<file path="src/rtl/flu_wb_arbiter.sv">
// ---------------------------------------------------------------------------
// flu_wb_arbiter
//
// Purpose:
//   Shares the single fixed-latency-unit scoreboard write-back port among
//   several multi-cycle result producers (multiplier, divider, FPU). Each
//   producer owns a small FIFO. A round-robin arbiter chooses one FIFO head
//   per cycle. While the scoreboard back-pressures, the choice is frozen so
//   the presented result never changes under the consumer.
//
// Ports:
//   clk_i        clock
//   rst_i        synchronous active-high reset
//   flush_i      discard every buffered result (round-robin pointer kept)
//   src_valid_i  per-source result valid
//   src_ready_o  per-source FIFO not full (registered state only)
//   src_data_i   packed results, source k at [k*DATA_WIDTH +: DATA_WIDTH]
//   src_id_i     packed transaction ids, packed the same way
//   src_ex_i     per-source exception flag
//   wb_valid_o   write-back valid (any FIFO non-empty)
//   wb_ready_i   scoreboard accepts the write-back
//   wb_data_o    granted result (0 when idle)
//   wb_id_o      granted transaction id (0 when idle)
//   wb_ex_o      granted exception flag (0 when idle)
//   wb_src_o     index of the granted source (0 when idle)
//   busy_o       any FIFO non-empty
// ---------------------------------------------------------------------------
module flu_wb_arbiter #(
  parameter int NR_SRC     = 3,
  parameter int DEPTH      = 2,
  parameter int DATA_WIDTH = 64,
  parameter int ID_WIDTH   = 3,
  localparam int SRC_W     = (NR_SRC > 1) ? $clog2(NR_SRC) : 1
) (
  input  logic                         clk_i,
  input  logic                         rst_i,
  input  logic                         flush_i,
  input  logic [NR_SRC-1:0]            src_valid_i,
  output logic [NR_SRC-1:0]            src_ready_o,
  input  logic [NR_SRC*DATA_WIDTH-1:0] src_data_i,
  input  logic [NR_SRC*ID_WIDTH-1:0]   src_id_i,
  input  logic [NR_SRC-1:0]            src_ex_i,
  output logic                         wb_valid_o,
  input  logic                         wb_ready_i,
  output logic [DATA_WIDTH-1:0]        wb_data_o,
  output logic [ID_WIDTH-1:0]          wb_id_o,
  output logic                         wb_ex_o,
  output logic [SRC_W-1:0]             wb_src_o,
  output logic                         busy_o
);

  localparam int PTR_W = (DEPTH > 1) ? $clog2(DEPTH) : 1;
  localparam int CNT_W = PTR_W + 1;
  localparam int ENT_W = DATA_WIDTH + ID_WIDTH + 1;

  // Entry layout is {data, id, ex}.
  logic [ENT_W-1:0] r_mem   [NR_SRC][DEPTH];
  logic [PTR_W-1:0] r_wrPtr [NR_SRC];
  logic [PTR_W-1:0] r_rdPtr [NR_SRC];
  logic [CNT_W-1:0] r_count [NR_SRC];

  logic [SRC_W-1:0] r_rr;
  logic [SRC_W-1:0] r_heldIdx;
  logic             r_hold;

  logic [NR_SRC-1:0] w_notEmpty;
  logic [NR_SRC-1:0] w_push;
  logic [NR_SRC-1:0] w_pop;
  logic [SRC_W-1:0]  w_grant;
  logic [SRC_W-1:0]  w_rrNext;
  logic              w_any;
  logic              w_accept;
  logic [ENT_W-1:0]  w_head;

  // Full/empty come from the counts, never from pointer equality, so a
  // completely full FIFO with wrapped pointers is still told apart from empty.
  always_comb begin
    w_notEmpty  = '0;
    src_ready_o = '0;
    for (int k = 0; k < NR_SRC; k++) begin
      w_notEmpty[k]  = (r_count[k] != '0);
      src_ready_o[k] = (r_count[k] != CNT_W'(DEPTH));
    end
  end

  assign w_any  = |w_notEmpty;
  assign busy_o = w_any;

  // Grant selection: a held index wins outright; otherwise scan from the
  // round-robin pointer and take the first non-empty FIFO, wrapping around.
  always_comb begin
    logic found;
    int   idx;
    w_grant = '0;
    found   = 1'b0;
    idx     = 0;
    if (r_hold) begin
      w_grant = r_heldIdx;
    end else begin
      for (int i = 0; i < NR_SRC; i++) begin
        idx = int'(r_rr) + i;
        if (idx >= NR_SRC) idx = idx - NR_SRC;
        if (!found && w_notEmpty[idx]) begin
          w_grant = SRC_W'(idx);
          found   = 1'b1;
        end
      end
    end
  end

  assign w_head   = r_mem[w_grant][r_rdPtr[w_grant]];
  assign w_accept = w_any & wb_ready_i & ~flush_i;
  assign w_rrNext = (w_grant == SRC_W'(NR_SRC - 1)) ? '0 : w_grant + SRC_W'(1);

  // Output fields are forced to zero whenever nothing is buffered so the
  // scoreboard never sees stale FIFO contents.
  always_comb begin
    wb_valid_o = w_any;
    wb_data_o  = '0;
    wb_id_o    = '0;
    wb_ex_o    = 1'b0;
    wb_src_o   = '0;
    if (w_any) begin
      {wb_data_o, wb_id_o, wb_ex_o} = w_head;
      wb_src_o                      = w_grant;
    end
  end

  // Flush suppresses both the write and the pop so that nothing is half
  // committed on the flushing edge.
  always_comb begin
    w_push = '0;
    w_pop  = '0;
    for (int k = 0; k < NR_SRC; k++) begin
      w_push[k] = src_valid_i[k] & src_ready_o[k] & ~flush_i;
      w_pop[k]  = w_accept & (w_grant == SRC_W'(k));
    end
  end

  // FIFO bookkeeping; a simultaneous push and pop leaves the count alone.
  always_ff @(posedge clk_i) begin
    if (rst_i || flush_i) begin
      for (int k = 0; k < NR_SRC; k++) begin
        r_count[k] <= '0;
        r_wrPtr[k] <= '0;
        r_rdPtr[k] <= '0;
      end
    end else begin
      for (int k = 0; k < NR_SRC; k++) begin
        if (w_push[k]) r_wrPtr[k] <= r_wrPtr[k] + PTR_W'(1);
        if (w_pop[k])  r_rdPtr[k] <= r_rdPtr[k] + PTR_W'(1);
        case ({w_push[k], w_pop[k]})
          2'b10:   r_count[k] <= r_count[k] + CNT_W'(1);
          2'b01:   r_count[k] <= r_count[k] - CNT_W'(1);
          default: r_count[k] <= r_count[k];
        endcase
      end
    end
  end

  // Storage needs no reset: a slot is only ever read after it was written.
  always_ff @(posedge clk_i) begin
    for (int k = 0; k < NR_SRC; k++) begin
      if (w_push[k]) begin
        r_mem[k][r_wrPtr[k]] <= {src_data_i[k*DATA_WIDTH +: DATA_WIDTH],
                                 src_id_i[k*ID_WIDTH +: ID_WIDTH],
                                 src_ex_i[k]};
      end
    end
  end

  // Arbitration state: the pointer advances past the source just accepted,
  // and a stalled grant is latched so later arrivals cannot pre-empt it.
  always_ff @(posedge clk_i) begin
    if (rst_i) begin
      r_rr      <= '0;
      r_hold    <= 1'b0;
      r_heldIdx <= '0;
    end else if (flush_i) begin
      r_hold    <= 1'b0;
    end else if (w_accept) begin
      r_hold    <= 1'b0;
      r_rr      <= w_rrNext;
    end else if (w_any) begin
      r_hold    <= 1'b1;
      r_heldIdx <= w_grant;
    end
  end

endmodule

</file>
<file path="config.mk">
export PLATFORM = sky130hd
export DESIGN_NAME = flu_wb_arbiter
export DESIGN_NICKNAME = d
export VERILOG_FILES = /design/src/rtl/flu_wb_arbiter.sv
export SDC_FILE = /design/constraint.sdc
export NUM_CORES = 1
export LEC_CHECK = 0
export CAP_MARGIN = 30
export CORE_ASPECT_RATIO = 0.6
export CORE_MARGIN = 3
export CORE_UTILIZATION = 58
export CTS_CLUSTER_DIAMETER = 60
export DETAILED_ROUTE_END_ITERATION = 10
export PLACE_DENSITY = 0.95
export SLEW_MARGIN = 25
export SYNTH_ARGS = -nofsm -noshare
export SYNTH_HDL_FRONTEND = slang
export SYNTH_SLANG_ARGS = --single-unit
export TNS_END_PERCENT = 30
</file>
<file path="constraint.sdc">
create_clock -name clk_i -period 11.5 [get_ports clk_i]
set_input_delay 1.725 -clock clk_i [delete_from_list [all_inputs] [get_ports clk_i]]
set_output_delay 1.725 -clock clk_i [all_outputs]
set_load 0.02 [all_outputs]
</file>
After elaboration in Yosys (flattened, before gate mapping)
Memory sizes are Yosys's and may differ from the RTL's.
Index checks and enable logic that the tools add are counted.
Widths: inputs -> output; s select.
{"block": "totals", "regBits": 5, "ramBits": 420, "input_bits": 211, "out_inout_bits": 75, "elab_cells": 202, "memories": 4}
{"block": "op_classes", "add_sub_neg": 18, "n_lt_le_gt_ge": 13, "eq_ne": 11, "muxes": 102, "bitwise": 32, "n_reduce_logical": 19}
{"memory": "r_mem", "words": 3, "width": 136, "rd": 1, "rd_clocked_by_memory_dff": 0, "wr": 3, "line": "57", "rtl": "logic [ENT_W-1:0] r_mem [NR_SRC][DEPTH];"}
{"memory": "r_count", "words": 3, "width": 2, "rd": 3, "rd_clocked_by_memory_dff": 0, "wr": 3, "line": "60", "rtl": "logic [CNT_W-1:0] r_count [NR_SRC];"}
{"memory": "r_rdPtr", "words": 3, "width": 1, "rd": 4, "rd_clocked_by_memory_dff": 0, "wr": 3, "line": "59", "rtl": "logic [PTR_W-1:0] r_rdPtr [NR_SRC];"}
{"memory": "r_wrPtr", "words": 3, "width": 1, "rd": 3, "rd_clocked_by_memory_dff": 0, "wr": 3, "line": "58", "rtl": "logic [PTR_W-1:0] r_wrPtr [NR_SRC];"}
{"cell": "$mux 136", "count": 3}
{"cell": "$mux 68", "count": 6}
{"cell": "$demux 68 s1", "count": 3}
{"cell": "$mux 32", "count": 6}
{"cell": "$lt 32x4->1 const B", "count": 3}
{"cell": "$mux 1", "count": 64}
{"cell": "$mux 64", "count": 1}
{"cell": "$mux 2", "count": 15}
{"cell": "$or 1x1->1", "count": 15}
{"cell": "$and 1x1->1", "count": 11}
{"cell": "$ge 2x2->1 const B", "count": 5}
{"cell": "$add 2x1->2 const B", "count": 4}
{"cell": "$eq 2x1->1 const B", "count": 4}
{"cell": "$eq 2x2->1 const B", "count": 4}
{"cell": "$not 1->2", "count": 4}
{"cell": "$sub 3x2->4 const B", "count": 2}
{"cell": "$add 1x1->1 const B", "count": 6}
{"cell": "$bmux 1 s2", "count": 3}
{"cell": "$ge 3x2->1 const B", "count": 2}
{"cell": "$lt 2x1->1 const B", "count": 3}
{"cell": "$ne 2x2->1 const B", "count": 3}
{"cell": "$reduce_bool 2->1", "count": 3}
{"cell": "$reduce_or 2->1", "count": 3}
{"cell": "$reduce_or 3->1", "count": 2}
{"cell": "12 further kinds", "count": 20}

Longest topological paths before layout
{"block": "logic_depth", "word_depth": 25, "ltp_mapped": 13, "depth_no_buf": 12}

Least setup slack after synthesis
OpenSTA, ideal clock, no wires.
{"block": "synth_timing", "kind": "in2reg", "startpoint": "input src_valid_i[2]", "endpoint": "memory r_mem[2][100] in the netlist's numbering, enable pin", "setup_ns": 0.494, "t_arrival_ns": 4.927, "required_ns": 11.006, "setup_slack_ns": 6.079, "path_stages": 3, "path_buffers": 0, "path_cell_list": "nand2_1 -> or2_2 -> nor2_1"}
{"element": "from (decl)", "line": "38", "rtl": "input logic [NR_SRC-1:0] src_valid_i,"}
{"element": "to (decl)", "line": "57"}

Final worst setup path
{"block": "layout_timing", "startpoint": "register r_rr[0]", "endpoint": "output wb_data_o[21]"}
{"block": "layout_via", "elab_chain_len": 22, "elab_cells_between_ends": 42, "cone_classes": "add/sub (5); order compare (3); mux (27); bitwise (1); reduce/logical (4); memory (2)"}
{"element": "from (decl)", "line": "62", "rtl": "logic [SRC_W-1:0] r_rr;"}
{"element": "from (signal assigned)", "line": "183", "rtl": "r_rr <= w_rrNext;"}
{"element": "parallel branches: the longest is 14 deep, another holds $sub 3x2->4"}
{"element": "$mux 2 *", "line": "103", "rtl": "if (!found && w_notEmpty[idx]) begin"}
{"element": "$mux 2 *", "line": "97", "rtl": "if (r_hold) begin"}
{"element": "$mem_v2 3x1"}
{"element": "$not 1->2 (not written as such)", "line": "111", "rtl": "assign w_head = r_mem[w_grant][r_rdPtr[w_grant]];"}
{"element": "$mux 68 (not written as such) * (3 in series)", "line": "111"}
{"element": "$mux 64 *", "line": "123", "rtl": "if (w_any) begin"}
{"element": "to (decl)", "line": "45", "rtl": "output logic [DATA_WIDTH-1:0] wb_data_o,"}
Every way passes the cells marked *. The select of a mux whose other input is x is not followed.

==> out/metrics.yaml <==
timing:
  finalMaxSlewViolations: 0
  rsz0062_at_grt: "no"
  period_minus_slack_ps: 7325
  fmax_ghz: 0.1365
  fin_setup_tns_ps: 0
  setup_viol: 0
  period_share_pct: 63.70
  skew_ps: 14.52
  tightestPinTransition_ps: 1013
  relSlewSlack_pct: 32.45
  hold_viol: 0
worst_setup_path:
  rr_worst_depth: 14
  cp-start-kind: "register"
  rr_endpoint: "r_count[1][1]$_SDFFCE_PP0P_"
  critPathRequiredTime_ps: 9780
  cp-end-kind: "output pin"
  critPathLaunch: "r_rr[0]$_SDFFE_PP0P_"
  reg2reg_from: "r_rr[0]$_SDFFE_PP0P_"
  crit_type: "reg2out"
  endpoint: "wb_data_o[21]"
  worst-endpoint-arrival_ps: 5600
  cp_max_fo: 81
  ff2ff_setup_slack_ps: 6650
cts:
  clkSinkCount: 425
  cts_tree: "built"
  numCtsBuffers: 39
  cts_resized: 0
  worst_setup_hold_path_clk_slew_ps: 70
  postCtsHoldBufs: 0
  cts_root_buf: "clkbuf_16"
  post_cts_buffers: 0
  clkLatencyLatePin_ps: 520
  h-tree-depth: 2
  clk_path_buf_depth: 3
pwr:
  pwr-share-seq_pct: 35.7
  switching_share_pct: 35.12
  p_comb_share_pct: 38.8
  power_density_mw_per_mm2: 224.3
  ir_drop_mv: 0.2248
  clkPwrFrac_pct: 25.4
  leakage_nw: 7.190
  p_int_w: 0.003291
  p_switching_w: 0.001781
place:
  gp_congestion: 0.9042
  hpwl_mm: 31.38
  placed_cells: 1752
  portBuffers: 285
  post_dp_cell_area_mm2: 0.02126
cells_and_area:
  final_core_util_pct: 74.52
  fillCellCount: 1707
  nNetsFinal: 1610
  design_area_mm2: 0.02261
  drive_gt1_share_pct: 12.78
  syn_to_final_growth_pct: 24.63
  layoutNonFillerInstCount: 1832
floorplanning:
  rows: 49
  initial_core_util_pct: 59.79
  fp.dieW_um: 234.3
  die_y_um: 143.0
  die-area_mm2: 0.03351
  coreArea_mm2: 0.03035
  ios: 286
synthesis:
  synth_nets: 1379
  ys_seq_area_share_pct: 70.06
  synth-seq-cells: 425
  synth-edff-count: 420
  syn-cell-area_mm2: 0.01814
  async_flop_share_pct: 0
  synthFlopType: "edfxtp_1"
  yosys_warnings: 0
  syn_inst: 1157
  synth.distinct_cells: 49
  avgSynthCellArea_um2: 15.68
route:
  wl_per_cell_um: 28.60
  ant_nets: 0
  drt-total-wl_mm: 52.39
  avgViaCountPerCell: 7.023
  drc: 0
  drt_iter0_drc: 1914
  drtPass1Iterations: 8
  num_vias: 12870
min_path:
  hold_path.class: "reg2reg"
  min_path_cells: 2
global_route:
  grt_usage_pct: 30.87
  grt_overflow_total: 0
  antenna_found_initial: 9
  grt_first_pass_wirelength_mm: 78.11
  grt_max_degree: 93
  grt_pass1_vias: 12710
job:
  drv_cap: 0
status:
  run_status: "completed"
[layer usage]
layer | vias to the layer above | routed length (um) | track usage (%)
li1 | 5286 | - | -
met1 | 6369 | 19420 | 43.54
met2 | 1072 | 24600 | 48.61
met3 | 134 | 6854 | 7.695
met4 | 6 | 1478 | 8.536
met5 | - | 36 | 0
[sequential cells by signal (all words and copies together), names as in the netlist]
signal     cells
r_mem        408
r_count        6
r_rdPtr        3
r_wrPtr        3
r_heldIdx      2
r_rr           2
r_hold         1
[cells in the mapped netlist, types with 7 or more instances]
master,number,area share [%]
ha_1,11,0.76
a32oi_1,136,6.6
a21boi_0,136,5.6
clkbuf_1,83,1.7
nor2_1,29,0.60
buf_4,10,0.41
o221ai_2,20,1.7
nand2_1,17,0.35
buf_2,18,0.50
o21ai_0,7,0.19
edfxtp_1,420,70
o221ai_1,48,2.3
mux2_2,69,4.3
inv_1,11,0.23
a211oi_1,7,0.29
nand3_1,69,1.9
[power groups by stage]
stage,Sequential (W),Clock (W),Combinational (W)
final,0.00181,0.00129,0.00197
after detailed placement,0.00184,0,0.00189
after floorplan,0.00184,0,0.00116
after CTS,0.00181,0.00129,0.00192
after global placement,0.00184,0,0.00182
after global routing,0.00182,0.00136,0.00207
[cells by family (layout without fill, tap and decap cells)]
group,after synthesis,count (layout),synth area share (%)
AND/OR/NAND/NOR,142,142,3.862
other,0,8,0
flip-flops,425,425,70.06
AO/OA/AOI/OAI,374,374,17.41
adder cells (fa/ha/maj),11,11,0.7585
XOR/XNOR,5,5,0.2414
buffers and inverters,130,389,3.331
multiplexers,70,70,4.337
[critical path, cell delays in order, from the launching register on]
cell             delay, ps
dfxtp_1                390
inv_1                   80
ha_1                   280
o21bai_1               210
a21o_1                 230
a211oi_4               270
buf_4                  570
mux2_4                 740
buf_4                  850
a32oi_1                230
o221ai_1               400
clkdlybuf4s50_1        690
[cell usage in the layout, fill, tap and decap left out, types with 2 or more instances in the layout]
master	n
a211oi_1	6
a21boi_0	136
a21o_1	4
a21oi_1	5
a32oi_1	136
and2_4	4
and3_1	2
buf_12	2
buf_16	6
buf_4	13
bufinv_16	4
clkbuf_1	7
clkbuf_16	41
clkdlybuf4s50_1	285
clkinv_1	8
clkinv_2	8
dfxtp_1	5
diode_2	8
edfxtp_1	420
ha_1	11
inv_1	11
mux2_2	68
nand2_1	16
nand2b_1	5
nand3_1	69
nor2_1	26
nor2_4	3
nor3_1	3
nor3b_1	2
o211ai_1	2
o21ai_0	7
o221ai_1	48
o221ai_2	20
o31ai_1	3
or2_2	3
xnor2_1	2
xor2_1	3
[area by class of cell]
cell class	instances	area (um2)	area share, %
Multi-Input combinational cell	602	4893	21.64
Timing Repair Buffer	308	3182	14.07
Antenna cell	8	20.02	0.08852
Clock inverter	21	198.9	0.8797
Inverter	12	45.04	0.1992
Tap cell	408	510.5	2.257
Sequential cell	425	12710	56.21
Clock buffer	48	1052	4.653
[through the flow]
| step | power (W) | hold slack (ps) | setup slack, ps |
|---|---|---|---|
| detailed placement | 0.003738 | 493.9 | 4756 |
| CTS | 0.005027 | 502.5 | 4120 |
| finish | 0.005072 | 508.8 | 4175 |
| global route | 0.005246 | 528.8 | 3911 |
| global placement | 0.003656 | 481.4 | 4976 |
| floorplan | 0.002995 | 458.7 | 6079 |
[worst min path at each step]
stage                            to                  from  slack, ps
2_1_floorplan  r_rr[1]$_SDFFE_PP0P_  r_rr[1]$_SDFFE_PP0P_        460
3_3_place_gp   r_rr[1]$_SDFFE_PP0P_  r_rr[1]$_SDFFE_PP0P_        480
3_5_place_dp   r_rr[0]$_SDFFE_PP0P_  r_rr[0]$_SDFFE_PP0P_        490
4_1_cts        r_rr[0]$_SDFFE_PP0P_  r_rr[0]$_SDFFE_PP0P_        500
5_1_grt        r_rr[1]$_SDFFE_PP0P_  r_rr[1]$_SDFFE_PP0P_        530
6_report       r_rr[0]$_SDFFE_PP0P_  r_rr[0]$_SDFFE_PP0P_        510
Power figures use the tool's default switching activity.
